$ cat config.mk
export PLATFORM = sky130hd
export DESIGN_NAME = if_stage
export DESIGN_NICKNAME = d
export VERILOG_FILES = /design/src/rtl/core_pkg.sv /design/src/rtl/if_hold_buf.sv /design/src/rtl/if_stage.sv
export SDC_FILE = /design/constraint.sdc
export NUM_CORES = 1
export LEC_CHECK = 0
export CAP_MARGIN = 20
export CORE_AREA = 10 10 143 131
export DETAILED_ROUTE_END_ITERATION = 8
export DIE_AREA = 0 0 153 141
export GPL_TIMING_DRIVEN = 0
export HOLD_SLACK_MARGIN = 0.08
export MAX_ROUTING_LAYER = met4
export PLACE_DENSITY = 0.82
export SLEW_MARGIN = 20
export SYNTH_ARGS = -nofsm -noshare
export SYNTH_HDL_FRONTEND = slang
export SYNTH_SLANG_ARGS = --single-unit
$ cat constraint.sdc
create_clock -name clk -period 3.54 [get_ports clk]
set_clock_uncertainty 0.1 [all_clocks]
set_input_delay 0.708 -clock clk [delete_from_list [all_inputs] [get_ports clk]]
set_output_delay 0.708 -clock clk [all_outputs]
set_load 0.005 [all_outputs]
$ cat src/rtl/core_pkg.sv
// Shared definitions for the pipelined RV32I core.
//   XLEN        architectural width (32 only)
//   NOP_INS     canonical NOP (addi x0, x0, 0) injected for bubbles
//   OP_*        RV32I major opcodes used by the decode stage
//   hold_state_t  IF hold-buffer states
//   align_pc    clears the low two bits of a jump/branch target
package core_pkg;

    localparam int unsigned XLEN    = 32;
    localparam logic [31:0] NOP_INS = 32'h0000_0013;

    localparam logic [6:0] OP_R    = 7'b0110011;
    localparam logic [6:0] OP_I    = 7'b0010011;
    localparam logic [6:0] OP_LOAD = 7'b0000011;
    localparam logic [6:0] OP_JALR = 7'b1100111;
    localparam logic [6:0] OP_S    = 7'b0100011;
    localparam logic [6:0] OP_B    = 7'b1100011;
    localparam logic [6:0] OP_LUI  = 7'b0110111;
    localparam logic [6:0] OP_JAL  = 7'b1101111;

    typedef enum logic {
        RUN,
        HOLD
    } hold_state_t;

    function automatic logic [31:0] align_pc(input logic [31:0] addr);
        return addr & ~32'h0000_0003;
    endfunction

endpackage

$ cat src/rtl/if_hold_buf.sv
// Hold buffer for the IF/ID boundary.
// The instruction memory is synchronous, so its output moves on to the next
// word one cycle after a stall begins. This block captures the word on the
// first stalled cycle and replays it until the stall ends.
//   clk, rst     clock, synchronous active-high reset
//   stall        hazard hold request
//   redirect     EX redirect; discards any held word
//   id_valid     IF/ID valid flag; invalid slots present NOP
//   imem_rdata   synchronous memory read data
//   id_ins       instruction presented to ID
module if_hold_buf (
    input  logic        clk,
    input  logic        rst,
    input  logic        stall,
    input  logic        redirect,
    input  logic        id_valid,
    input  logic [31:0] imem_rdata,
    output logic [31:0] id_ins
);
    import core_pkg::*;

    hold_state_t state_q;
    hold_state_t state_d;
    logic [31:0] hold_ins;
    logic        hold_valid;
    logic        capture;

    always_ff @(posedge clk) begin
        if (rst) begin
            state_q  <= RUN;
            hold_ins <= '0;
        end else begin
            state_q <= state_d;
            if (capture) begin
                hold_ins <= imem_rdata;
            end
        end
    end

    always_comb begin
        state_d = state_q;
        capture = 1'b0;
        case (state_q)
            RUN: begin
                if (stall && !redirect) begin
                    state_d = HOLD;
                    capture = 1'b1;
                end
            end
            HOLD: begin
                if (!stall || redirect) begin
                    state_d = RUN;
                end
            end
            default: state_d = RUN;
        endcase
    end

    assign hold_valid = (state_q == HOLD);

    always_comb begin
        id_ins = imem_rdata;
        if (!id_valid) begin
            id_ins = NOP_INS;
        end else if (hold_valid) begin
            id_ins = hold_ins;
        end
    end

endmodule

$ cat src/rtl/if_stage.sv
// Instruction-fetch stage and IF/ID boundary of the RV32I pipeline.
// Owns the PC, addresses a synchronous instruction memory and presents the
// fetched word with its PC to ID. Priority per cycle: rst > redirect >
// stall > advance.
//   clk, rst     clock, synchronous active-high reset
//   stall        hold PC and IF/ID contents this cycle
//   redirect     refetch from redirect_pc (low two bits ignored)
//   imem_addr    fetch address (= PC register)
//   imem_rdata   memory word for the previous cycle's address
//   id_ins       instruction to ID (NOP when invalid)
//   id_pc/id_pc4 PC of id_ins and PC+4 for link values
//   id_valid     id_ins is a real on-path instruction; id_kill = ~id_valid
//   fetch_cnt    instructions handed from IF/ID to EX
module if_stage #(
    parameter int unsigned      XLEN     = 32,
    parameter logic [XLEN-1:0]  RESET_PC = '0
) (
    input  logic            clk,
    input  logic            rst,
    input  logic            stall,
    input  logic            redirect,
    input  logic [XLEN-1:0] redirect_pc,
    output logic [XLEN-1:0] imem_addr,
    input  logic [XLEN-1:0] imem_rdata,
    output logic [XLEN-1:0] id_ins,
    output logic [XLEN-1:0] id_pc,
    output logic [XLEN-1:0] id_pc4,
    output logic            id_valid,
    output logic            id_kill,
    output logic [XLEN-1:0] fetch_cnt
);
    import core_pkg::*;

    logic [XLEN-1:0] pc_q;
    logic [XLEN-1:0] id_pc_q;
    logic            id_valid_q;
    logic [XLEN-1:0] fetch_cnt_q;

    always_ff @(posedge clk) begin
        if (rst) begin
            pc_q        <= RESET_PC;
            id_pc_q     <= '0;
            id_valid_q  <= 1'b0;
            fetch_cnt_q <= '0;
        end else begin
            // An instruction leaves IF/ID only when it is valid and neither
            // held by a stall nor squashed by a redirect.
            if (id_valid_q && !stall && !redirect) begin
                fetch_cnt_q <= fetch_cnt_q + XLEN'(1);
            end
            if (redirect) begin
                // The word the memory returns next cycle is wrong-path, so
                // the slot behind the redirect becomes a bubble.
                pc_q       <= align_pc(redirect_pc);
                id_valid_q <= 1'b0;
            end else if (!stall) begin
                id_pc_q    <= pc_q;
                id_valid_q <= 1'b1;
                pc_q       <= pc_q + XLEN'(4);
            end
        end
    end

    if_hold_buf u_hold_buf (
        .clk        (clk),
        .rst        (rst),
        .stall      (stall),
        .redirect   (redirect),
        .id_valid   (id_valid_q),
        .imem_rdata (imem_rdata),
        .id_ins     (id_ins)
    );

    assign imem_addr = pc_q;
    assign id_pc     = id_pc_q;
    assign id_pc4    = id_pc_q + XLEN'(4);
    assign id_valid  = id_valid_q;
    assign id_kill   = ~id_valid_q;
    assign fetch_cnt = fetch_cnt_q;

endmodule

=== Word-level counts from Yosys, hierarchy flattened ===
Cells that the tools add are included.

* Register bits after elaboration: 130
* Logic and storage cells: 31
* Output and inout bits: 162

* Add/subtract/negate cells: 3
* Bitwise operators: 4
* Equal/unequal tests: 1
* Mux-type cells: 8
* Reductions and logical operators: 8

{| class="wikitable"
|+ Operators with widths
! kind !! number
|-
| $mux 32 || 4
|-
| $add 32x3->32 const B || 2
|-
| $add 32x1->32 const B || 1
|-
| $not 1->1 || 4
|-
| $logic_and 1x1->1 || 3
|-
| $mux 1 || 3
|-
| $logic_not 1->1 || 2
|-
| $ne 2x1->1 const B || 1
|-
| $pmux 1 s2 || 1
|-
| $reduce_and 2->1 || 1
|-
| $reduce_or 2->1 || 1
|-
| $logic_or 1x1->1 || 1
|}

=== Longest topological paths before layout ===
Gate-level depths: netlist (run 1).

* Word-level depth: 4
* Gate-level depth with buffers: 8
* Gate-level depth less buffers: 6

=== By module ===
From an unflattened synthesis (run 1), not the netlist that was laid out.

* Cells, all modules: 850
* Area, all modules: 7041.8 µm²

{| class="wikitable"
|+ By module, submodules not included
! module !! cells an instance !! instances !! area an instance (µm²)
|-
| if_stage || 637 || 1 || 4984.8
|-
| if_hold_buf || 213 || 1 || 2057.0
|}

=== Worst setup path after synthesis (run 1) ===
Ideal clock, no wire load.

* Path type: input port to flip-flop
* From: input stall
* To: register fetch_cnt_q[31], in the netlist fetch_cnt[31]
* Path slack: 1074 ps
* Stages: 7
* Setup time: 70 ps
* Data arrival time: 2296 ps
* Cells stage by stage: buf_6 -> or2_1 -> buf_6 -> nor4_4 -> nand3_4 -> or3_1 -> a21oi_1

* Cells in the longest elaborated chain, start to end: 3

{| class="wikitable"
|+ RTL lines
! what !! line !! RTL
|-
| start: declaration || if_stage.sv:20 || <nowiki>input logic stall,</nowiki>
|-
| $logic_not 1->1 || if_stage.sv:48 || <nowiki>if (id_valid_q && !stall && !redirect) begin</nowiki>
|-
| $logic_and 1x1->1 (2 in series) || if_stage.sv:48 ||
|-
| end signal: assignment || if_stage.sv:49 || <nowiki>fetch_cnt_q <= fetch_cnt_q + XLEN'(1);</nowiki>
|-
| end: declaration || if_stage.sv:37 || <nowiki>logic [XLEN-1:0] fetch_cnt_q;</nowiki>
|}

Every way passes these cells.
A chain may end at the register's enable or synchronous reset.

=== Worst setup path in the final report (run 1) ===
* From: register id_pc_q[16], in the netlist id_pc[16]
* To: output id_pc4[31]

* Cells in the longest elaborated chain, start to end: 1

{| class="wikitable"
|+ RTL lines
! what !! line !! RTL
|-
| start: declaration || if_stage.sv:35 || <nowiki>logic [XLEN-1:0] id_pc_q;</nowiki>
|-
| start signal: assignment || if_stage.sv:57 || <nowiki>id_pc_q <= pc_q;</nowiki>
|-
| $add 32x3->32 || if_stage.sv:76 || <nowiki>assign id_pc4 = id_pc_q + XLEN'(4);</nowiki>
|-
| end: declaration || if_stage.sv:27 || <nowiki>output logic [XLEN-1:0] id_pc4,</nowiki>
|}

Every way passes these cells.

==> results.txt, run 1 <==
The run finished with clean final reports. The count of buffers added on input and output ports is 220. In this run the worst path has a maximum fanout of 6. Walking the worst path, the cells encountered are and4_2, and2_1, and3_1, nand3_1, xnor2_1, clkdlybuf4s50_1. Across the run, the number of max-cap violations was 0.

Leaving out filler cells and counting taps, the final layout contains 1,241. The number of enable-type register cells in the synthesized netlist was 0; the overall die area was 21,570 sq um. The sequential cells in the finished layout cover a total of 2525 sq um.

The detailed router put a total of 8877 um of wire on met1. Synthesized area per cell: 7.939 sq um. Using the TritonRoute via totals, the vias-per-cell ratio works out to 5.098. The part of the power in registers was 0.398; the power density relative to cell area was 413.7 nW/um^2. Summed over all nets, wire length on met2 after detailed routing comes to 10,090 um.

The later pin in the worst-skew pair is clocked with a latency of 0.41 ns. The worst path in the final design needs a cycle of 3.431 ns, including I/O delays and setup. The count of TritonRoute iterations in the first routing pass is 4. Fraction of power spent switching nets: 0.2262. For this run, the top clock speed supported by timing is 0.2915 GHz. The simple-gate share of the synthesized area is 0.2741, and the final routed wirelength across all metal layers is 20,920 um.

For this run, the post-layout net count is 1,091. The tools report the number of global-route vias before repair as 6,043. After clock tree synthesis, the clock-pin slew on the worst setup and hold paths is 0.06 ns. After routing the design area is 9320 sq um.

The worst register-to-register path begins at imem_addr[5]. For the part of the total power dissipated in combinational logic, the log shows 0.108. Setup repair after global routing left no endpoint under its margin. At the pin with the least slew margin, the transition time is 0.8715 ns.

The run gives 0 ns as the final-layout setup total negative slack. The tools report the placer congestion estimate as 0.8591. For the number of standard cells after synthesis, the log shows 779. The combined area of the multi-input logic cells was 3432 sq um.

STA classifies the critical path endpoint as a primary output. Maximum number of pins on one net before global-route repair: 17. The total overflow reported by the global router is 0, and the number of synthesis warnings is 0. The initial core utilization is 0.3901. For the number of max-slew violations in the final report, the log shows 0. CTS placed an instance of clkbuf_16 at the clock tree root. The net switching power of the design is 872.1 uW, and the leakage power is 3.279 nW.

The sink count of the clock tree is 126. The average routed wire per standard cell is 16.86 um, and the total instance count after detailed placement is 1,211. In this run the most critical hold path is launched from u_hold_buf.hold_ins[25]. Most frequently used flop master after synthesis: dfxtp_1. Final period utilization: 0.9691. The relative slew slack is 0.4142, and the width of the die is 153 um.

The fraction of layout cells with a size suffix above 1 works out to 0.04937. The longest clock path from root to sink contains 2 buffers. Wire length of the first global-routing pass: 32,680 um. The post-detailed-route count of antenna-violating nets is 0, and the area share of fa/ha/maj cells after synthesis is 0.006069. The required time of the critical path is 2.73 ns. The share of flip-flops with an asynchronous set or reset works out to 0.

Signal routing reaches up to met4. At the worst endpoint, the arrival time is 2.62 ns. The power after layout was 3.856 mW. Master of the slowest instance on the critical path: clkdlybuf4s50_1. The run gives 277 as the DRC violation total after the first TritonRoute iteration. Counting flops and latches in the post-synthesis netlist gives 126. The share of the synthesized netlist area taken by xor and xnor gates was 0.1175. The die is 141 um tall.

The placed instance area was 8665 sq um; the synthesis-to-layout area growth was 50.70%. Fill cells in the final layout number 1,444. The utilization of the core after routing was 0.5878; the final critical-path setup slack was 0.1093 ns.

Clock group share of total power: 0.494. TritonCTS built the clock tree. The run gives 230 as the number of top-level pins. The worst setup path is launched from a flip-flop. The worst setup path category was reg -> out. The number of buffers added to fix hold violations after cts came out at 0.

The complex-gate fraction of the synthesized area was 0.08962; the initial antenna violation count was 1. In this run, CTS created clock tree buffers numbering 17. The half-perimeter wire length after detailed placement is 15,780 um, and the post-synthesis cell type count is 38.

The portion of the post-synthesis area used by sequential elements came out at 0.4078. Worst min-delay path category: reg -> reg. The post-synthesis mux area share works out to 0.06150. The largest vdd supply drop was 0.3660 mV. The logs give 6185 sq um for the synthesized cell area and 15,860 sq um for the placeable core area. The wire length on met3 is 1487 um. The final worst hold slack was 0.3532 ns.

The delay of the slowest cell on the worst path came out at 0.53 ns. In this run the number of H-tree levels came out at 4. The routed layout has 6,326 vias. The count of endpoints failing hold in the final timing report came out at 0. After synthesis, the largest family of logic cells by area is simple AND/OR/NAND/NOR gates. The number of cell rows was 44. The most critical setup path has its startpoint at id_pc[16]. The total track usage was 0.1904; the DRC violation count after routing was 0. Setup violations remaining at the end of the flow were counted as 0. Cell internal power was estimated by the tool at 2.984 mW. Timing analysis after detailed placement gives a worst setup slack of 0.1445 ns.
[placed cells by master, fill, tap and decap left out, drive strengths merged, types with 3 or more instances in the layout]
cell type / n
buf: 17
ha: 3
xor2: 47
nor3: 4
a211oi: 19
bufinv: 5
nand4: 37
xnor2: 36
clkinv: 5
or3: 3
inv: 5
a21oi: 72
nor2: 98
nor4: 4
nand2: 162
clkdlybuf4s50: 220
and3: 13
dfxtp: 126
and2: 8
mux2i: 38
clkbuf: 55
and4: 11
conb: 6
nand3: 22
o21ai: 4
[logic make-up after synthesis]
family	Yosys count
AO/OA/AOI/OAI	99
XOR/XNOR	83
adder cells (fa/ha/maj)	3
buffers and inverters	60
flip-flops	126
multiplexers	38
other	1
AND/OR/NAND/NOR	369
[sequential cells by signal, indices dropped and copies added, names as in the netlist]
| name | flops |
|---|---|
| fetch_cnt | 32 |
| imem_addr | 30 |
| id_pc | 30 |
| u_hold_buf.hold_ins | 32 |
| id_valid | 1 |
| u_hold_buf.hold_valid | 1 |
[repair_timing]
item | CTS | global route
gates resized for setup | 4 | 7
buffers inserted | 0 | 0
setup endpoints to repair | 12 | 11
pin swaps | 1 | 1
[power by group through the flow]
stage	Combinational [mW]	Clock (mW)	Sequential [mW]
2_1_floorplan	0.177	0	1.55
3_3_place_gp	0.413	0	1.56
3_5_place_dp	0.418	0	1.56
4_1_cts	0.421	1.93	1.53
5_1_grt	0.456	2.00	1.54
6_report	0.416	1.91	1.53
[cell usage after synthesis (2+ instances only)]
cell	n	area, sq um
o21bai_1	2	15.01
inv_1	5	18.77
dfxtp_1	126	2522
nand2_1	162	608.1
nor3_1	4	20.02
a21oi_1	72	360.4
a211oi_1	19	142.6
or4_1	2	15.01
o21ai_0	4	20.02
xnor2_1	36	315.3
xor2_1	47	411.6
and2_1	7	43.79
buf_6	2	22.52
nand4_1	37	231.5
nor2_1	98	367.9
mux2i_1	38	380.4
nor4_1	2	12.51
buf_1	8	30.03
and4_1	11	96.34
buf_4	6	45.04
clkbuf_1	38	142.6
nand3_1	21	105.1
ha_1	3	37.54
or3_1	3	18.77
and3_1	13	81.33
[critical path, delay by kind of cell (launching register included)]
family	cells	cell delay (ns)
buffers and inverters	1	0.53
XOR/XNOR	1	0.18
AND/OR/NAND/NOR	4	1.07
flip-flops	1	0.44
[worst paths after layout]
check,end,slack (ns),cells after the start
max,id_pc4[31],0.11,6
min,u_hold_buf.hold_ins[25],0.35,2
max reg2reg,imem_addr[29],1.09,5
min reg2reg,u_hold_buf.hold_ins[25],0.35,2
[area by class of cell]
cell class,count,area share
clock buffer,20,0.04900
antenna,1,0.0002685
clock inverter,12,0.02041
inverter,5,0.002014
timing repair buffer,220,0.2363
buffer,52,0.02510
tap,207,0.02779
multi-input combinational,598,0.3682
sequential,126,0.2709
[metal layers]
metal / track usage / vias to the layer above
met5: - / -
met4: 0.05466 / 0
met2: 0.3007 / 202
met1: 0.2237 / 2985
li1: - / 3111
met3: 0.06965 / 28
Power figures use the tool's default switching activity.
==> run 2, diff against run 1 <==
--- a/config.mk
+++ b/config.mk
@@ -6,13 +6,13 @@
 export NUM_CORES = 1
 export LEC_CHECK = 0
 export CAP_MARGIN = 20
-export CORE_AREA = 10 10 143 131
+export CORE_AREA = 10 10 131 121
 export DETAILED_ROUTE_END_ITERATION = 8
-export DIE_AREA = 0 0 153 141
+export DIE_AREA = 0 0 141 131
 export GPL_TIMING_DRIVEN = 0
 export HOLD_SLACK_MARGIN = 0.08
 export MAX_ROUTING_LAYER = met4
-export PLACE_DENSITY = 0.82
+export PLACE_DENSITY = 0.95
 export SLEW_MARGIN = 20
 export SYNTH_ARGS = -nofsm -noshare
 export SYNTH_HDL_FRONTEND = slang
==> run 2 against run 1 <==
Net effect: flip-flop and latch count is the same; design area shrank 1.0%; global-route usage grew 4.0 points; maximum frequency grew 0.26%; via count grew 3.4%; die area shrank 14%; highest routed layer unchanged; power shrank 4.3%.
==> results.txt, run 2 (synthesis gave the netlist of run 1 again) <==
TritonCTS built the clock tree. The initial core utilization was 0.4717; the clock group share of total power was 0.470. Across all hold checks on the routed design, the worst slack comes to 0.3548 ns.

Subtracting the final worst setup slack from the clock period gives 3.422 ns. In the final design database the tool counted 1,092 nets. From left edge to right edge, the die measures 141 um. Number of cell rows: 40. Traced cell by cell, the critical path runs through and4_1, and4_4, and3_2, nand3_1, xnor2_1, clkdlybuf4s50_1. In this run the tool buffered the top-level ports with 220 buffer cells. The H-tree generated during clock tree synthesis spans 4 levels. The synthesis-to-layout area growth came out at 49.18%. The finished layout holds 1,202 standard cells, fillers aside. The die covers 18,470 sq um. The clock drives 126 sinks. The run gives 0.2922 GHz as the maximum clock rate. The total area of sequential cells came out at 2522 sq um. The tools report the number of buffers added to fix hold violations after cts as 0. Leaving out fill and tap cells, the most frequent cell in the layout is clkdlybuf4s50_1. In this design, the largest share of critical-path delay is due to simple AND/OR/NAND/NOR gates. Actual slew at the worst max-slew pin: 1.034 ns. The repair_antennas step left the layout with diodes totalling 0.

The internal power of the cells totals 2.829 mW. Buffering stage count on the worst path with inverters included: 1. The top cell types in the final layout, fill and taps aside, are 220 x clkdlybuf4s50_1, 162 x nand2_1, 126 x dfxtp_1.

In this run the worst hold path is classified as reg -> reg. The later pin in the worst-skew pair is clocked with a latency of 0.42 ns. The cell area after layout is 9226 sq um. For the worst flop-to-flop path, the logic depth is 5.

For the half-perimeter wire length after detailed placement, the log shows 16,320 um. The region available for standard cell placement spans 13,110 sq um. The final layout contains routed wiring with a total length of 21,500 um. At the end of routability-driven placement, the weighted congestion stood at 0.8947. The flow ran to the end, and the final reports show no timing, DRC or antenna violations. For the setup slack of the worst register-to-register path, the log shows 0.99 ns. The tools report the total track usage as 0.2300.

Type of element launching the critical path: a flip-flop. The filler cells instantiated in the layout total 994. The count of endpoints failing hold in the final timing report came out at 0. The logs give 0.114 for the part of the total power dissipated in combinational logic and 0 for the max-cap violation count. The run gives 6,397 as the number of global-route vias before repair. The number of vias per cell after detailed routing is 5.444, and the final setup violation count is 0. Setup repair after global routing left no endpoint under its margin. Total instance count after detailed placement: 1,172.

The clock passes through at most 2 buffers. In this design, the stage delay of the slowest critical-path cell is 0.55 ns. 230 I/O pins were placed.

The final-layout setup total negative slack was 0 ns. Along the worst path, the maximum fanout reaches 8. The first global-routing pass estimated 33,180 um of wire. The total overflow left after global routing is 0. From bottom edge to top edge, the die measures 131 um.

The fraction of power spent switching nets works out to 0.2333. The combined area of the multi-input logic cells is 3430 sq um. The first TritonRoute pass finished after 5 iterations. The number of stages on the worst hold path was 2; the maximum number of pins on one net before global-route repair was 17.

For this design the static power due to leakage is 3.264 nW. The net switching power of the design was 860.6 uW; the power density relative to cell area was 399.9 nW/um^2. The average routed wire per standard cell came out at 17.89 um.

Master of the slowest instance on the critical path: clkdlybuf4s50_1. STA puts the critical path data required time at 2.73 ns. After clock tree synthesis, the clock-pin slew on the worst setup and hold paths is 0.05 ns.

The kind of end point of the critical path is a primary output. TritonCTS created 17 clock buffers. For the part of the power in registers, the log shows 0.416. The number of cells on the critical path works out to 6. The largest vdd supply drop came out at 0.3102 mV. After detailed routing, the number of remaining DRC violations is 0. The first routing iteration left 452 violations. The run gives 0 as the number of max-slew violations in the final report.

The fraction of layout cells with a size suffix above 1 is 0.04352. By startpoint and endpoint, the worst setup path is classified as reg -> out. The final route contains 6,544 vias. The placed instance area is 8616 sq um, and the relative slew slack is 0.3051. The detail route stage leaves a number of antenna-violating nets equal to 0. STA puts the critical path data arrival time at 2.61 ns.

The initial antenna violation count is 0. The tree is rooted in a clkbuf_16. Final period utilization: 0.9666.
## run 2: cell types whose count changed in the layout (fill, tap and decap cells not counted), sizes merged
cell,change
bufinv,-3
clkinv,-1
clkbuf,+6
clkinvlp,-2
buf,+1
diode,-1
## run 2: worst reg2reg max path: stages (launching register included)
cell and delay (ns):
dfxtp_1 0.50, nand4_1 0.18, nor2_1 0.54, nand3_1 0.27
or4_1 0.56, a311oi_1 0.30
## run 2: worst paths after layout
kind                                start                      end
setup / recovery                 id_pc[9]               id_pc4[29]
hold / removal    u_hold_buf.hold_ins[29]  u_hold_buf.hold_ins[29]
setup reg to reg             imem_addr[9]            imem_addr[24]
hold reg to reg   u_hold_buf.hold_ins[29]  u_hold_buf.hold_ins[29]
## run 2: layout make-up
cell class | instances | area share
Buffer | 52 | 0.02536
Clock buffer | 26 | 0.05519
Clock inverter | 6 | 0.008679
Inverter | 5 | 0.002034
Multi-Input combinational cell | 598 | 0.3717
Sequential cell | 126 | 0.2734
Tap cell | 168 | 0.02278
Timing Repair Buffer | 221 | 0.2408
## run 2: power groups by stage
stage	clock (mW)	sequential [mW]	combinational [mW]
after floorplan	0	1.55	0.177
after global placement	0	1.56	0.409
after detailed placement	0	1.56	0.420
after CTS	1.74	1.53	0.424
after global routing	1.81	1.54	0.459
final	1.73	1.53	0.421
## run 2: through the flow
stage | utilization | power (mW) | worst slack [ns]
global placement | 0.6571 | 1.966 | 0.2589
global route | 0.7036 | 3.810 | 0.006448
CTS | 0.7040 | 3.697 | 0.004607
floorplan | - | 1.726 | 1.074
finish | 0.7036 | 3.689 | 0.1182
detailed placement | 0.6571 | 1.981 | 0.1753
## run 2: metal layers
| metal | track usage | part of all wire |
|---|---|---|
| met5 | - | 0 |
| met4 | 0.1062 | 0.031 |
| met3 | 0.07612 | 0.084 |
| met2 | 0.3784 | 0.49 |
| met1 | 0.2498 | 0.40 |
## run 2: repair_timing
action | in CTS | in global routing
setup endpoints to repair | 12 | 10
gates resized for setup | 4 | 3
setup buffers | 1 | 0
pin swaps | 1 | 0
==> variant (settings of run 1) <==
Reset style: asynchronous (`rst`), changed in 2 clocked blocks. Comments in the files are not updated.
--- a/src/rtl/if_hold_buf.sv
+++ b/src/rtl/if_hold_buf.sv
@@ -26,5 +26,5 @@
     logic        capture;
 
-    always_ff @(posedge clk) begin
+    always_ff @(posedge clk or posedge rst) begin
         if (rst) begin
             state_q  <= RUN;
--- a/src/rtl/if_stage.sv
+++ b/src/rtl/if_stage.sv
@@ -37,5 +37,5 @@
     logic [XLEN-1:0] fetch_cnt_q;
 
-    always_ff @(posedge clk) begin
+    always_ff @(posedge clk or posedge rst) begin
         if (rst) begin
             pc_q        <= RESET_PC;
Behaviour: differs if rst is asserted again (counterexample within 4 cycles, from zero or initial values and one cycle with rst high); with rst held inactive, the same outputs for 4 cycles.
==> variant against run 1 <==
  * Area after synthesis rose by 7.8%
  * Fmax barely moved
  * Wire length fell by 4.1%
  * Worst setup slack improved by 2.0 ps
  * Sequential cell count did not move
  * Critical path depth rose by 1
  * Largest cell class unchanged
  * Critical endpoint is now id_pc4[30]
  * Final area rose by 6.4%
  * Synthesized cell count fell by 18%
  * Highest routed layer unchanged
Power is not compared: it rests on default switching activity, and its combinational part moved more than twofold at a synthesized area within 25%.
==> variant: results (changes against run 1) <==
[status]
outcome=finished clean

[placed_design]
placed_area_sq_mm=0.00925  ; +6.8%
dp_cells=1075  ; -11%
portBuffers=221  ; +0.45%
dp_hpwl_mm=15.4  ; -2.5%
post-place-ws_ps=149  ; +4.71 ps
gp_congestion=0.871  ; +1.4%

[yosys]
synth-xor-area-share=0.0959  ; -0.0216
synth_compound_area_frac=0.0443  ; -0.0453
synth-seq-area-share=0.473  ; +0.0652
ys_types=49  ; +29%
synth_fa_ha_area_frac=0.00563  ; -0.000438
synth.area.top_cells=dfrtp_1 47%, mux2_2 10%, xnor2_1 6.6%
synthCells=638  ; -18%
synthTopCellsByCount=126 x dfrtp_1, 62 x mux2_2, 56 x nor2_1
async_reset_ff_frac=1.00  ; +1.00
synth_mux_area_frac=0.154  ; +0.0928

[final_layout]
n_antenna_cell=0  ; -1
nFillCells=1253  ; -13%
fin_nets=961  ; -12%
drive_gt1_frac=0.145  ; +0.0957

[cts]
max-clock-path-buffers=2  ; unchanged
cts_root_buf=clkbuf_16
insertion_delay_ps=410  ; about the same
clk_pin_slew_ps=60  ; about the same
cts_made_buffers=17  ; unchanged

[global_route]
grt_max_degree=34  ; +17
globalRouteTotalUtil=0.184  ; -0.00595
grt_pass1_wl_mm=31.7  ; -3.1%
grt_pass1_vias=5853  ; -3.1%
antenna_found_initial=0  ; -1

[route]
dr.pass1.iters=6  ; +2
vias_per_cell=5.24  ; +2.8%
detail_route.iter0.violations=392  ; +42%
post_drt_wl_per_cell_um=18.1  ; +7.2%
dr_total_vias=5818  ; -8.0%

[power]
power_frac_comb=0.221

[sta]
tns_ps=0  ; unchanged
relSlewSlack=0.271  ; -0.143

[worst_setup_path]
cp_max_fo=5  ; -1

==> variant: area by class of cell <==
cell class              instances  share of cell area
multi-input cells             467               0.337
plain buffers                  38              0.0180
flip-flops and latches        126               0.319
inverters                      11             0.00454
clock inverters                10              0.0137
clock buffers                  22              0.0468
well taps                     207              0.0261
repair buffers                229               0.235
==> variant: through the flow <==
stage               hold WS, ps  utilization
finish                      395        0.626
global route                413        0.626
CTS                         399        0.624
detailed placement          387        0.584
global placement            365        0.578
floorplan                   368            -
==> variant: final timing paths <==
check                                          startpoint                                   to  slack (ps)  cells past startpoint
worst max-delay path                 id_pc[3]$_DFFE_PP0P_                           id_pc4[30]         110                      7
worst min-delay path            fetch_cnt[29]$_DFFE_PP0P_            fetch_cnt[29]$_DFFE_PP0P_         400                      1
worst max register to register   imem_addr[4]$_DFFE_PP0P_            imem_addr[15]$_DFFE_PP0P_         930                      5
worst min register to register  fetch_cnt[29]$_DFFE_PP0P_            fetch_cnt[29]$_DFFE_PP0P_         400                      1
max in group asynchronous                             rst            imem_addr[30]$_DFFE_PP0P_        2110                      4
min in group asynchronous                             rst  u_hold_buf.hold_ins[25]$_DFFE_PP0P_         540                      2
==> variant: kinds of logic (layout without fill, tap and decap cells) <==
logic type | after synthesis | count (layout)
XOR/XNOR | 73 | 73
flip-flops | 126 | 126
buffers and inverters | 50 | 310
AND/OR/NAND/NOR | 245 | 245
multiplexers | 95 | 95
other | 1 | 6
AO/OA/AOI/OAI | 45 | 45
adder cells (fa/ha/maj) | 3 | 3
==> variant: per-layer routing <==
metal / up-vias / global-route usage / part of all wire / wire (um)
met2: 242 / 0.292 / 0.47 / 9490
met5: - / - / 0 / 0
met1: 2768 / 0.213 / 0.42 / 8440
met3: 20 / 0.0809 / 0.095 / 1910
li1: 2788 / - / - / -
met4: 0 / 0.0416 / 0.011 / 227
==> variant: critical path, stage by stage (launching register included) <==
cell and delay, ps:
dfrtp_1 420, ha_2 250, nand3_1 140, nor4_4 370, buf_4 200, nand4_1 130, xnor2_1 170, clkdlybuf4s50_1 520
==> variant: power by group through the flow <==
stage | Clock (uW) | Combinational (uW) | Sequential [uW]
CTS | 1800 | 1050 | 1870
floorplan | 0 | 413 | 1840
detailed placement | 0 | 1040 | 1890
global route | 1870 | 1130 | 1910
global placement | 0 | 1010 | 1880
finish | 1760 | 1030 | 1880
==> variant: repair_timing <==
action / in CTS / in global routing
setup buffers: 3 / 1
pin swaps: 3 / 2
resized for setup: 6 / 7
endpoints found under the setup margin: 14 / 5
gates cloned: 0 / 0
hold buffers: 0 / 0
